==> src/rtl/box_ave_sched.sv <==
// Round-robin scheduler that time-shares one box_ave averager across NUM_CH raw-data channels.
// Optional WAIT watchdog is built when BOX_AVE_SCHED_TIMEOUT_EN is defined.
module box_ave_sched #(
    parameter int NUM_CH         = 4,
    parameter int ADC_WIDTH      = 8,
    parameter int LPF_DEPTH_BITS = 4,
    parameter int SAMPLE_DIV     = 8,
    parameter int TIMEOUT_CYCLES = 32
) (
    input  logic                          clk,
    input  logic                          rst,
    input  logic                          enable,
    input  logic [NUM_CH-1:0]             ch_mask,
    input  logic [NUM_CH*ADC_WIDTH-1:0]   ch_data_in,
    output logic                          avg_rstn,
    output logic                          avg_sample,
    output logic [ADC_WIDTH-1:0]          avg_raw_data,
    input  logic [ADC_WIDTH-1:0]          avg_data_in,
    input  logic                          avg_valid,
    output logic [ADC_WIDTH-1:0]          result_data,
    output logic [$clog2(NUM_CH)-1:0]     result_ch,
    output logic                          result_valid,
    output logic                          busy,
    output logic                          timeout_err
);

    localparam int CHW   = $clog2(NUM_CH);
    localparam int DIVW  = $clog2(SAMPLE_DIV);
    localparam int PERW  = LPF_DEPTH_BITS + 1;
    localparam int NWIN  = 1 << LPF_DEPTH_BITS;

    if (NUM_CH < 2 || SAMPLE_DIV < 4 || (SAMPLE_DIV % 2) != 0 || TIMEOUT_CYCLES < 1) begin : g_bad_cfg
        $error("box_ave_sched: illegal parameter set");
    end

    typedef enum logic [2:0] {S_IDLE, S_CLEAR, S_SAMPLE, S_WAIT, S_DONE} state_t;

    state_t                state_q, state_d;
    logic [CHW-1:0]        ptr_q, ptr_d;
    logic [CHW-1:0]        cur_q, cur_d;
    logic [DIVW-1:0]       div_q, div_d;
    logic [PERW-1:0]       per_q, per_d;
    logic [1:0]            vcnt_q, vcnt_d;
    logic                  done_q, done_d;
    logic                  avg_rstn_q, avg_rstn_d;
    logic                  avg_sample_q, avg_sample_d;
    logic [ADC_WIDTH-1:0]  avg_raw_q, avg_raw_d;
    logic [ADC_WIDTH-1:0]  res_data_q, res_data_d;
    logic [CHW-1:0]        res_ch_q, res_ch_d;
    logic                  res_valid_q, res_valid_d;
    logic                  busy_q, busy_d;
`ifdef BOX_AVE_SCHED_TIMEOUT_EN
    localparam int WCW = $clog2(TIMEOUT_CYCLES + 1);
    logic [WCW-1:0]        wcnt_q, wcnt_d;
    logic                  tmo_q, tmo_d;
`endif

    logic [CHW-1:0]        rr_base, rr_sel, rr_idx;
    logic                  rr_hit, go, launch;

    // First set mask bit strictly after rr_base, wrapping; rr_base itself is checked last.
    always_comb begin
        rr_base = (state_q == S_IDLE) ? ptr_q : cur_q;
        rr_sel  = rr_base;
        rr_hit  = 1'b0;
        rr_idx  = '0;
        for (int i = 1; i <= NUM_CH; i++) begin
            rr_idx = CHW'((int'(rr_base) + i) % NUM_CH);
            if (!rr_hit && ch_mask[rr_idx]) begin
                rr_hit = 1'b1;
                rr_sel = rr_idx;
            end
        end
        go = enable && rr_hit;
    end

    always_comb begin
        state_d    = state_q;
        ptr_d      = ptr_q;
        cur_d      = cur_q;
        div_d      = div_q;
        per_d      = per_q;
        vcnt_d     = vcnt_q;
        done_d     = done_q;
        avg_raw_d  = avg_raw_q;
        res_data_d = res_data_q;
        launch     = 1'b0;
`ifdef BOX_AVE_SCHED_TIMEOUT_EN
        wcnt_d     = wcnt_q;
        tmo_d      = 1'b0;
`endif

        // The first valid after a clear carries the zeroed accumulator; only the second is real.
        if ((state_q == S_SAMPLE || state_q == S_WAIT) && avg_valid) begin
            if (vcnt_q == 2'd1) begin
                res_data_d = avg_data_in;
                done_d     = 1'b1;
            end
            if (vcnt_q != 2'd3) vcnt_d = vcnt_q + 2'd1;
        end

        case (state_q)
            S_IDLE: launch = 1'b1;
            S_CLEAR: begin
                state_d = S_SAMPLE;
                div_d   = '0;
                per_d   = '0;
                vcnt_d  = '0;
                done_d  = 1'b0;
`ifdef BOX_AVE_SCHED_TIMEOUT_EN
                wcnt_d  = '0;
`endif
            end
            S_SAMPLE: begin
                if (div_q == DIVW'(SAMPLE_DIV - 1)) begin
                    div_d = '0;
                    if (per_q == PERW'(NWIN)) state_d = S_WAIT;
                    else                      per_d   = per_q + PERW'(1);
                end else begin
                    div_d = div_q + DIVW'(1);
                end
            end
            S_WAIT: begin
                if (done_q) begin
                    state_d = S_DONE;
`ifdef BOX_AVE_SCHED_TIMEOUT_EN
                end else if (int'(wcnt_q) == TIMEOUT_CYCLES - 1) begin
                    tmo_d  = 1'b1;
                    ptr_d  = cur_q;
                    launch = 1'b1;
                end else begin
                    wcnt_d = wcnt_q + WCW'(1);
`endif
                end
            end
            S_DONE: begin
                ptr_d  = cur_q;
                launch = 1'b1;
            end
            default: state_d = S_IDLE;
        endcase

        if (launch) begin
            if (go) begin
                state_d   = S_CLEAR;
                cur_d     = rr_sel;
                avg_raw_d = ch_data_in[int'(rr_sel)*ADC_WIDTH +: ADC_WIDTH];
            end else begin
                state_d   = S_IDLE;
            end
        end

        // Outputs are registered, so they are decoded from the next state.
        avg_rstn_d   = (state_d != S_CLEAR);
        avg_sample_d = (state_d == S_SAMPLE) && (div_d < DIVW'(SAMPLE_DIV / 2));
        res_valid_d  = (state_d == S_DONE);
        res_ch_d     = (state_d == S_DONE) ? cur_q : res_ch_q;
        busy_d       = (state_d != S_IDLE);
    end

    always_ff @(posedge clk or posedge rst) begin
        if (rst) begin
            state_q      <= S_IDLE;
            ptr_q        <= CHW'(NUM_CH - 1);
            cur_q        <= '0;
            div_q        <= '0;
            per_q        <= '0;
            vcnt_q       <= '0;
            done_q       <= 1'b0;
            avg_rstn_q   <= 1'b0;
            avg_sample_q <= 1'b0;
            avg_raw_q    <= '0;
            res_data_q   <= '0;
            res_ch_q     <= '0;
            res_valid_q  <= 1'b0;
            busy_q       <= 1'b0;
`ifdef BOX_AVE_SCHED_TIMEOUT_EN
            wcnt_q       <= '0;
            tmo_q        <= 1'b0;
`endif
        end else begin
            state_q      <= state_d;
            ptr_q        <= ptr_d;
            cur_q        <= cur_d;
            div_q        <= div_d;
            per_q        <= per_d;
            vcnt_q       <= vcnt_d;
            done_q       <= done_d;
            avg_rstn_q   <= avg_rstn_d;
            avg_sample_q <= avg_sample_d;
            avg_raw_q    <= avg_raw_d;
            res_data_q   <= res_data_d;
            res_ch_q     <= res_ch_d;
            res_valid_q  <= res_valid_d;
            busy_q       <= busy_d;
`ifdef BOX_AVE_SCHED_TIMEOUT_EN
            wcnt_q       <= wcnt_d;
            tmo_q        <= tmo_d;
`endif
        end
    end

    assign avg_rstn     = avg_rstn_q;
    assign avg_sample   = avg_sample_q;
    assign avg_raw_data = avg_raw_q;
    assign result_data  = res_data_q;
    assign result_ch    = res_ch_q;
    assign result_valid = res_valid_q;
    assign busy         = busy_q;
`ifdef BOX_AVE_SCHED_TIMEOUT_EN
    assign timeout_err  = tmo_q;
`else
    assign timeout_err  = 1'b0;
`endif

endmodule
==> config.mk <==
export PLATFORM = sky130hd
export DESIGN_NAME = box_ave_sched
export DESIGN_NICKNAME = d
export VERILOG_FILES = /design/src/rtl/box_ave_sched.sv
export SDC_FILE = /design/constraint.sdc
export NUM_CORES = 1
export LEC_CHECK = 0
export ABC_AREA = 1
export BUFFER_PORTS_ARGS = -buffer_cell sky130_fd_sc_hd__buf_2
export CAP_MARGIN = 20
export CORE_MARGIN = 4
export CORE_UTILIZATION = 52
export DETAILED_ROUTE_END_ITERATION = 7
export HOLD_SLACK_MARGIN = 0.02
export PLACE_DENSITY = 0.8
export SKIP_CTS_REPAIR_TIMING = 1
export SLEW_MARGIN = 10
export SYNTH_ARGS = -nofsm -noshare
export SYNTH_HDL_FRONTEND = slang
export SYNTH_SLANG_ARGS = --single-unit
==> constraint.sdc <==
create_clock -name clk -period 2.4 [get_ports clk]
set_clock_uncertainty 0.15 [all_clocks]
set_input_delay 0.48 -clock clk [delete_from_list [all_inputs] [get_ports clk]]
set_output_delay 0.48 -clock clk [all_outputs]
set_load 0.01 [all_outputs]
==> results.md <==
* Crit end category: flop
* Die Wd at around 76 um
* Fillers at roughly 340
* Final Critical Period at 2400 ps
* FF+latch count, synth at 40
* Cell mode on critical path: nand2_4
* CP delay by family, top: simple AND/OR/NAND/NOR gates
* Initial core utilization at between 50% and 60%
* Max Slew Vio Count at 0
* Final number of setup-violating endpoints at 2
* Synthesized cell area at roughly 2400 um^2
* Syn_area_per_cell at around 7.8 um^2
* Post-route cell area at 3190 um^2
* Clk sinks at 40
* Ys async rst share at 100%
* Htree depth at 2
* RSZ-0062 raised after global routing: yes
* Slowest stage delay, CP at 440 ps
* Static leakage at ~1.8 nW
* Num CTS Buffers at 5
* Max cap viols at 0
* CTS tree: yes
* Wirelength per Cell at approximately 12 um
* Pin count of the biggest net entering global routing at 41
* Prevailing post-synth register cell: dfrtp_1
* Clock slew at reported path FFs at about 80 ps
* IO Count at slightly above 70
* Worst r2r src: state_q[0]
* Crit start category: flop
* Worst-path cell chain: nor2_4 > nand2_4 > nand2_4 > nand2_4 > nand2_4 > nand2_4 > o21ai_4 > buf_6 > nand3_4 > buf_8 > nand3_1 > nand3_1 > nand3_2 > nand2_1
* Total number of vias at between 2k and 2.5k
* Vias/cell at roughly 5.0
* Initial antenna violation count at 0
* IR drop worst, VDD at ~0.70 mV
* CP Max Fanout at 7
* 1st-pass router iterations at 4
* ANT cells at 0
* Share of post-route cells with drive strength above 1 at between 30 and 40%
* Placed inst area at around 2900 um^2
* # rows at 24
* Final hold violations at 0
* WP data required at approximately 2400 ps
* Critical path class: flop to flop
* Crit path launch: state_q[0]
* Worst setup margin at -3.65 ps
* Fin crit share at 100%
* GP Congestion at roughly 0.87
* Power per Cell Area at ~560 nW/um^2
* Power Total at 1.78 mW
* Syn-to-layout area delta at 31.6%
* CORE AREA at around 4400 um^2
* CTS max path bufs at 2
* Post-synth EDFFs at 0
* Outcome: complete, but fails checks
* Unique masters post-synth at 30
* Ys Warns at 0
* Cell count after synthesis at 309
* Drt drc at 0
* Buf+Inv Stages, Crit Path at 2
* Initial DRC Count at 88
* Die height at about 76 um
* Achievable frequency at about 420 MHz
* Vias in the first global route at between 2k and 2.5k
* R2R depth at 14
* Sequential-to-total area share from yosys stat at roughly two fifths
* Grt ovf at 0
* Worst path depth at 14
* First-pass GRT wire length at between 8000 and 9000 um
* Remaining antenna violation count at 0
* GR Util All Layers at around 17%
* Die ar. at between 5000 and 6000 um^2
* Port bufs at 69
* Layout Nets at ~450
* Worst skew pair latency at ~280 ps
* Arrival @ worst endpoint at 2440 ps
* Crit-path slowest cell: dfrtp_2
* Hpwl dp at about 3900 um
* Final wirelength at between 5000 and 6000 um
* Hold WC Path Type: primary input to asynchronous set/reset pin
* Clk Tree Root Cell: clkbuf_8
* Failing checks: negative setup slack
* Syn_nets at ~360
-- Yosys cell counts (3+ instances only) --
cell type | count | area, um^2
mux2_2 | 8 | 90.1
inv_2 | 3 | 11.3
nand3_1 | 44 | 220
nand2_1 | 95 | 357
inv_1 | 40 | 150
nor2_1 | 12 | 45.0
ha_1 | 6 | 75.1
nand2_4 | 7 | 78.8
nand2_2 | 13 | 81.3
dfrtp_1 | 38 | 951
o21ai_0 | 13 | 65.1
nor3_2 | 4 | 40.0
a21oi_1 | 4 | 20.0
-- routing by layer --
metal	vias up	part of all wire, %	track usage, %
met3	8	6.6	5.56
met5	-	0	0
met1	1025	43	21.2
met2	70	49	28.8
li1	1160	-	-
met4	0	1.6	2.90
-- stage by stage --
stage	hold slack (ps)	cells	utilization [%]	setup TNS, ps	setup WS, ps
floorplan	296	309	-	0	260
global placement	314	433	64.4	0	91.3
detailed placement	315	433	64.4	0	19.7
CTS	161	441	67.1	0	25.3
global route	188	450	71.7	-1170	-161
finish	139	450	71.7	-6.86	-3.65
-- layout make-up --
type / instances / area [um^2] / area share [%]
Clock buffer: 6 / 82.6 / 2.59
Clock inverter: 2 / 38.8 / 1.22
Inverter: 43 / 161 / 5.06
Multi-Input combinational cell: 222 / 1330 / 41.7
Sequential cell: 40 / 1000 / 31.5
Tap cell: 52 / 65.1 / 2.04
Timing Repair Buffer: 85 / 507 / 15.9
-- cell families (layout without fill, tap and decap cells) --
| family | after synthesis | count (layout) | synth area share [%] |
|---|---|---|---|
| and+or+nand+nor | 183 | 184 | 37.0 |
| AOI/OAI and AO/OA | 22 | 22 | 5.84 |
| buffers and inverters | 48 | 136 | 8.42 |
| adders and majority gates | 6 | 6 | 3.10 |
| other | 1 | 1 | 0.155 |
| xor gates and xnor gates | 1 | 1 | 0.362 |
| muxes | 8 | 8 | 3.72 |
| DFF | 40 | 40 | 41.4 |
-- report_power, final --
group	leakage (nW)	switching (mW)	internal, mW	total (mW)
clock	0.0614	0.232	0.340	0.572
sequential	0.491	0.0411	0.761	0.802
combinational	1.21	0.206	0.205	0.411
-- worst register-to-register path: stages, from the launching register on --
cell	delay, ps
dfrtp_2	440
nor2_4	230
nand2_4	130
nand2_4	90
nand2_4	90
nand2_4	90
nand2_4	70
o21ai_4	240
buf_6	140
nand3_4	150
buf_8	190
nand3_1	70
nand3_1	100
nand3_2	90
nand2_1	50
-- registers in the layout (all words and copies together), names as in the netlist --
register and cells:
result_ch 2, busy 1, done_q 1, result_data 8, avg_sample 1, cur_q 2, state_q 3, result_valid 1
per_q 5, avg_rstn 1, vcnt_q 2, ptr_q 2, div_q 3, avg_raw_data 8
-- path summary, 6_finish.rpt --
path	endpoint	slack, ps
max in group asynchronous	ptr_q[1]	1600
worst max-delay path	avg_raw_data[2]	-4
worst max register to register	avg_raw_data[2]	-4
worst min-delay path	avg_rstn	140
min in group clk	result_data[3]	270
worst min register to register	div_q[0]	330
-- cells in the final DEF, fill, tap and decap left out, types with 2 or more instances in the layout --
| cell type | netlist | final |
|---|---|---|
| nor2_4 | 2 | 2 |
| nor3_2 | 4 | 4 |
| inv_2 | 3 | 3 |
| buf_4 | 2 | 12 |
| nand2_2 | 13 | 10 |
| inv_1 | 40 | 40 |
| nand3_2 | 1 | 5 |
| ha_1 | 6 | 6 |
| nand2_1 | 95 | 90 |
| buf_2 | 1 | 69 |
| o21ai_0 | 13 | 12 |
| nor2_1 | 12 | 11 |
| nor3_1 | 2 | 2 |
| dfstp_2 | 2 | 2 |
| nand2_8 | 0 | 3 |
| a21oi_1 | 4 | 4 |
| dfrtp_1 | 38 | 37 |
| mux2_2 | 8 | 8 |
| nand3_1 | 44 | 40 |
| nand2_4 | 7 | 13 |
| clkbuf_8 | 0 | 6 |
No activity file was read; power rests on OpenSTA's default activity.
